--- src/rtl/read_stage_request_sequencer.sv ---
// read_stage_request_sequencer
// Expands one VRF read command into a stream of per-element read requests
// for the read-stage arbiter. An 9-bit element counter walks 0..count-1; the
// low nibble is the offset inside a vector register and the next nibble is
// the register group, which also advances the vector register number.
// A matching kill aborts the command; a FINISH state covers count == 0.

module read_stage_request_sequencer #(
  parameter int MAX_COUNT      = 256,
  parameter int OFFSETS_PER_VS = 16
) (
  input  logic       clock,
  input  logic       reset,

  output logic       cmd_ready,
  input  logic       cmd_valid,
  input  logic [4:0] cmd_bits_vs,
  input  logic [8:0] cmd_bits_count,
  input  logic [3:0] cmd_bits_readSource,
  input  logic [2:0] cmd_bits_instructionIndex,

  input  logic       kill_valid,
  input  logic [2:0] kill_instructionIndex,

  input  logic       out_ready,
  output logic       out_valid,
  output logic [4:0] out_bits_vs,
  output logic [3:0] out_bits_offset,
  output logic [3:0] out_bits_groupIndex,
  output logic [3:0] out_bits_readSource,
  output logic [2:0] out_bits_instructionIndex,

  output logic       done,
  output logic       aborted
);

  // Counter must hold MAX_COUNT itself (count is 0..MAX_COUNT inclusive).
  localparam int CntW = $clog2(MAX_COUNT) + 1;
  localparam int OffW = $clog2(OFFSETS_PER_VS);
  localparam int GrpW = CntW - 1 - OffW;

  typedef enum logic [1:0] {
    IDLE   = 2'd0,
    ISSUE  = 2'd1,
    FINISH = 2'd2
  } state_t;

  state_t            r_state;
  state_t            w_nextState;

  logic [4:0]        r_vs;
  logic [CntW-1:0]   r_count;
  logic [3:0]        r_readSource;
  logic [2:0]        r_instructionIndex;
  logic [CntW-1:0]   r_n;
  logic              r_done;
  logic              r_aborted;

  logic              w_loadCmd;
  logic              w_advance;
  logic              w_setDone;
  logic              w_setAbort;
  logic              w_killHit;
  logic              w_lastElem;
  logic [GrpW-1:0]   w_group;
  logic [OffW-1:0]   w_offset;

  // A kill only matters when it names the instruction we are working for.
  assign w_killHit  = kill_valid && (kill_instructionIndex == r_instructionIndex);
  assign w_lastElem = (r_n == (r_count - CntW'(1)));
  assign w_offset   = r_n[OffW-1:0];
  assign w_group    = r_n[OffW+GrpW-1:OffW];

  // Next-state and control decode; kill takes priority over a handshake.
  always_comb begin
    w_nextState = r_state;
    w_loadCmd   = 1'b0;
    w_advance   = 1'b0;
    w_setDone   = 1'b0;
    w_setAbort  = 1'b0;
    case (r_state)
      IDLE: begin
        if (cmd_valid) begin
          w_loadCmd   = 1'b1;
          w_nextState = (cmd_bits_count == '0) ? FINISH : ISSUE;
        end
      end
      ISSUE: begin
        if (w_killHit) begin
          w_setAbort  = 1'b1;
          w_nextState = IDLE;
        end else if (out_ready) begin
          if (w_lastElem) begin
            w_setDone   = 1'b1;
            w_nextState = IDLE;
          end else begin
            w_advance = 1'b1;
          end
        end
      end
      FINISH: begin
        w_nextState = IDLE;
      end
      default: begin
        w_nextState = IDLE;
      end
    endcase
  end

  // State register.
  always_ff @(posedge clock or negedge reset) begin
    if (!reset) begin
      r_state <= IDLE;
    end else begin
      r_state <= w_nextState;
    end
  end

  // Command latch and element counter.
  always_ff @(posedge clock or negedge reset) begin
    if (!reset) begin
      r_vs               <= '0;
      r_count            <= '0;
      r_readSource       <= '0;
      r_instructionIndex <= '0;
      r_n                <= '0;
    end else if (w_loadCmd) begin
      r_vs               <= cmd_bits_vs;
      r_count            <= cmd_bits_count;
      r_readSource       <= cmd_bits_readSource;
      r_instructionIndex <= cmd_bits_instructionIndex;
      r_n                <= '0;
    end else if (w_advance) begin
      r_n <= r_n + CntW'(1);
    end
  end

  // One-cycle completion pulses for commands that ran through ISSUE.
  always_ff @(posedge clock or negedge reset) begin
    if (!reset) begin
      r_done    <= 1'b0;
      r_aborted <= 1'b0;
    end else begin
      r_done    <= w_setDone;
      r_aborted <= w_setAbort;
    end
  end

  // Output decode. FINISH reports its own pulse in-cycle so that a matching
  // kill seen while sitting in FINISH turns the done into an aborted.
  always_comb begin
    cmd_ready                 = (r_state == IDLE);
    out_valid                 = (r_state == ISSUE);
    out_bits_offset           = w_offset;
    out_bits_groupIndex       = w_group;
    out_bits_vs               = r_vs + 5'(w_group);
    out_bits_readSource       = r_readSource;
    out_bits_instructionIndex = r_instructionIndex;
    done                      = r_done    || ((r_state == FINISH) && !w_killHit);
    aborted                   = r_aborted || ((r_state == FINISH) &&  w_killHit);
  end

endmodule
--- config.mk ---
export PLATFORM = sky130hd
export DESIGN_NAME = read_stage_request_sequencer
export DESIGN_NICKNAME = d
export VERILOG_FILES = /design/src/rtl/read_stage_request_sequencer.sv
export SDC_FILE = /design/constraint.sdc
export NUM_CORES = 1
export LEC_CHECK = 0
export BUFFER_PORTS_ARGS = -buffer_cell sky130_fd_sc_hd__buf_2
export CAP_MARGIN = 20
export CELL_PAD_IN_SITES_DETAIL_PLACEMENT = 1
export CELL_PAD_IN_SITES_GLOBAL_PLACEMENT = 1
export CORE_ASPECT_RATIO = 2
export CORE_UTILIZATION = 39
export CTS_BUF_LIST = sky130_fd_sc_hd__clkbuf_4 sky130_fd_sc_hd__clkbuf_8 sky130_fd_sc_hd__clkbuf_16
export DETAILED_ROUTE_END_ITERATION = 6
export PLACE_DENSITY = 0.85
export SLEW_MARGIN = 15
export SYNTH_ARGS = -nofsm -noshare
export SYNTH_HDL_FRONTEND = slang
export SYNTH_SLANG_ARGS = --single-unit
export TNS_END_PERCENT = 5
--- constraint.sdc ---
create_clock -name clock -period 2.5 [get_ports clock]
set_input_delay 0.5 -clock clock [delete_from_list [all_inputs] [get_ports clock]]
set_output_delay 0.5 -clock clock [all_outputs]
set_load 0.01 [all_outputs]
==> summary.txt <==
Status
  – Run status: complete, no violations

Detailed routing
  – Final WL: 5300 um
  – TritonRoute pass-1 iters: 4
  – Total vias in the final route: 1,794
  – Drt initial violations: 31
  – Antenna Violating Nets Remaining: 0
  – WL/cell: 15.6 um
  – # DRC: 0
  – Via density: 5.28

Clocking
  – Worst-path clk slew: 0.07 ns
  – CTS tree: built
  – CTS buffer count: 5
  – Clk Latency, worst-skew pair: 0.28 ns
  – Post CTS Setup Buffer Count: 0
  – H-Tree Depth: 2
  – Clk buf depth: 2
  – Count of clock tree sinks: 34
  – Cts hold-fix bufs: 0
  – Clock root cell: clkbuf_8

STA
  – Fmax: 418 MHz
  – Final hold violations: 0
  – Worst Tran Pin Value: 0.784 ns
  – Period utilization: 95.7%
  – Slew HR: 47.7%
  – RSZ-0062 raised after global routing: no
  – Setup violators final: 0
  – Final Slew Violations: 0
  – Min Tclk post-route: 2.39 ns
  – Setup Skew: 0.00808 ns
  – Setup tns final: 0 ns
  – Fin worst setup slack: 0.107 ns

Floorplanning
  – Core area: 4910 sq um
  – Die Height: 104 um
  – Rows: 36
  – Die footprint: 5480 sq um
  – Io pins: 53
  – Die width: 52.9 um
  – Initial Utilization: 41.1%

Critical path
  – Worst reg2reg path depth: 7
  – Crit-path max FO: 5
  – Slowest Stage Delay on Critical Path: 0.53 ns
  – CP Class: flip-flop to flip-flop
  – Crit path DAT: 2.60 ns
  – Worst EP required: 2.71 ns
  – Worst R2R End: r_n[7]
  – Critical Path, Cell by Cell: nor3_4 -> nand2_1 -> mux2_4 -> a31o_4 -> a211o_1 -> or4_1 -> a21oi_1
  – RR Startpoint: r_count[1]
  – Worst setup EP type: flip-flop
  – Slowest cell on the critical path: or4_1
  – CP Buf/Inv Count: 0
  – R2R Setup Slk: 0.11 ns
  – Nature of the critical path startpoint: flip-flop
  – Largest delay share family, worst path: simple AND/OR/NAND/NOR gates

Run
  – Number of max-cap violations: 0

Cells and area
  – Antenna Cells: 0
  – Nets@finish: 320
  – Final Cell Area: 2410 sq um
  – Register area: 855 sq um
  – Finished Layout Cells: 340
  – Area delta synth->final: 19.7%
  – Area of the multi-input gates: 1030 sq um
  – Share of cells above drive strength 1: 27.9%
  – Fillers: 614
  – Final Core Density: 49.2%

Logic synthesis
  – Top post-synthesis cells by area: dfrtp_1, nand2_1, xnor2_1
  – Commonest cells post-synth: nand2_1, dfrtp_1, inv_1, nor2_1, xnor2_1
  – Mapped Cells: 232
  – Synth cell types: 46
  – Cell with the most instances after synthesis: nand2_1
  – EDFF count, synth: 0
  – Synth warn: 0
  – Ys async rst share: 100%
  – Post-Syn Area: 2020 sq um
  – Syn nets: 268
  – Seq cells post-synth: 34
  – Sequential area share after synthesis: 42.2%
  – Syn Area/Cell: 8.69 sq um
  – Post-synth top flop: dfrtp_1
  – Top cell type's share of synthesized area: 42.2%
  – Area leader, netlist: dfrtp_1

Global route
  – M1 GR Usage: 23.6%
  – Met2 GRT Util: 42.0%
  – Congestion Overflow GR: 0
  – First-pass GRT wire length: 9050 um
  – Initial antenna violation count: 0
  – GR peak layer: met2
  – Vias in the first global route: 1,966
  – Grt met3 use: 2.64%
  – Pin count of the biggest net entering global routing: 35
  – Total GRT Usage: 22.2%

Place
  – Inst Count DP: 334
  – Post-DP Area: 2320 sq um
  – Setup WS pre-CTS: 0.116 ns
  – Port Buffers: 52
  – Routability Congestion: 0.839
  – Final HPWL DP: 4140 um

Pwr
  – Clock power frac: 15.7%
  – Sw Share: 41.1%
  – PD cells: 1050 nW/um^2
  – Power share of the combinational group: 46.4%
  – Internal power: 1.50 mW
  – Sequential share of power: 37.8%
  – Net Sw Power: 1.04 mW
  – Max rail drop VDD: 0.579 mV
  – Static leakage: 1.26 nW

Min path
  – Type of the tightest min-delay check: input port to async pin
[layer usage]
layer | routed length, um | share of wire, %
met5 | 0 | 0
met4 | 84 | 1.6
met3 | 123 | 2.3
met2 | 3150 | 59
met1 | 1950 | 37
[final cells by class]
cell class / count / share of cell area, %
clock buffer: 6 / 3.42
inverter: 12 / 1.87
multi-input combinational: 170 / 42.8
sequential: 34 / 35.4
tap: 57 / 2.95
timing repair buffer: 61 / 13.6
[state kept, by name, indices dropped and copies added, names as in the netlist]
name                       count
r_n                            9
r_aborted                      1
out_bits_instructionIndex      3
r_count                        9
out_bits_readSource            4
r_done                         1
r_state                        2
r_vs                           5
[placed cells by master (no fill, tap or decap), types with 7 or more instances in the layout]
cell type	Yosys	layout
xnor2_1	11	11
buf_2	1	52
dfrtp_1	34	31
inv_1	12	12
o21ai_0	7	7
buf_4	8	9
nand3_1	8	8
nor2_1	12	12
nand2_1	66	66
xor2_1	7	7
[kinds of logic (layout without fill, tap and decap cells)]
kind of cell / after synthesis / after routing / share of synthesized area [%]
adder cells (fa/ha/maj): 7 / 7 / 4.71
buffers and inverters: 28 / 79 / 7.13
AO/OA/AOI/OAI: 33 / 33 / 11.7
flip-flops: 34 / 34 / 42.2
AND/OR/NAND/NOR: 109 / 109 / 24.1
XOR/XNOR: 19 / 19 / 8.93
multiplexers: 2 / 2 / 1.24
[metrics by stage]
stage,power [mW],hold slack (ns)
after global routing,2.74,0.375
after detailed placement,2.15,0.461
after global placement,2.09,0.457
after CTS,2.55,0.325
after floorplan,1.78,0.204
final,2.54,0.302
[what timing repair did]
item,in CTS,in global routing
endpoints found under the setup margin,0,2
endpoints found under the hold margin,0,0
gates resized for setup,0,5
[how the worst max path moves through the flow]
stage	endpoint	slack (ns)	cells past startpoint	from
4_1_cts	out_bits_vs[4]	0.05	8	r_n[4]
3_5_place_dp	r_n[7]	0.12	7	r_count[1]
3_3_place_gp	r_n[7]	0.17	7	r_count[0]
5_1_grt	r_n[7]	0.01	7	r_count[2]
6_report	r_n[7]	0.11	7	r_count[1]
2_1_floorplan	r_n[7]	0.17	8	r_count[0]
[power groups by stage]
stage	clock network [mW]	logic, mW	registers (mW)
final	0.399	1.18	0.960
after global routing	0.427	1.33	0.985
after CTS	0.408	1.19	0.953
after detailed placement	0	1.18	0.962
after global placement	0	1.14	0.950
after floorplan	0	0.839	0.938
No activity file was read; power rests on OpenSTA's default activity.
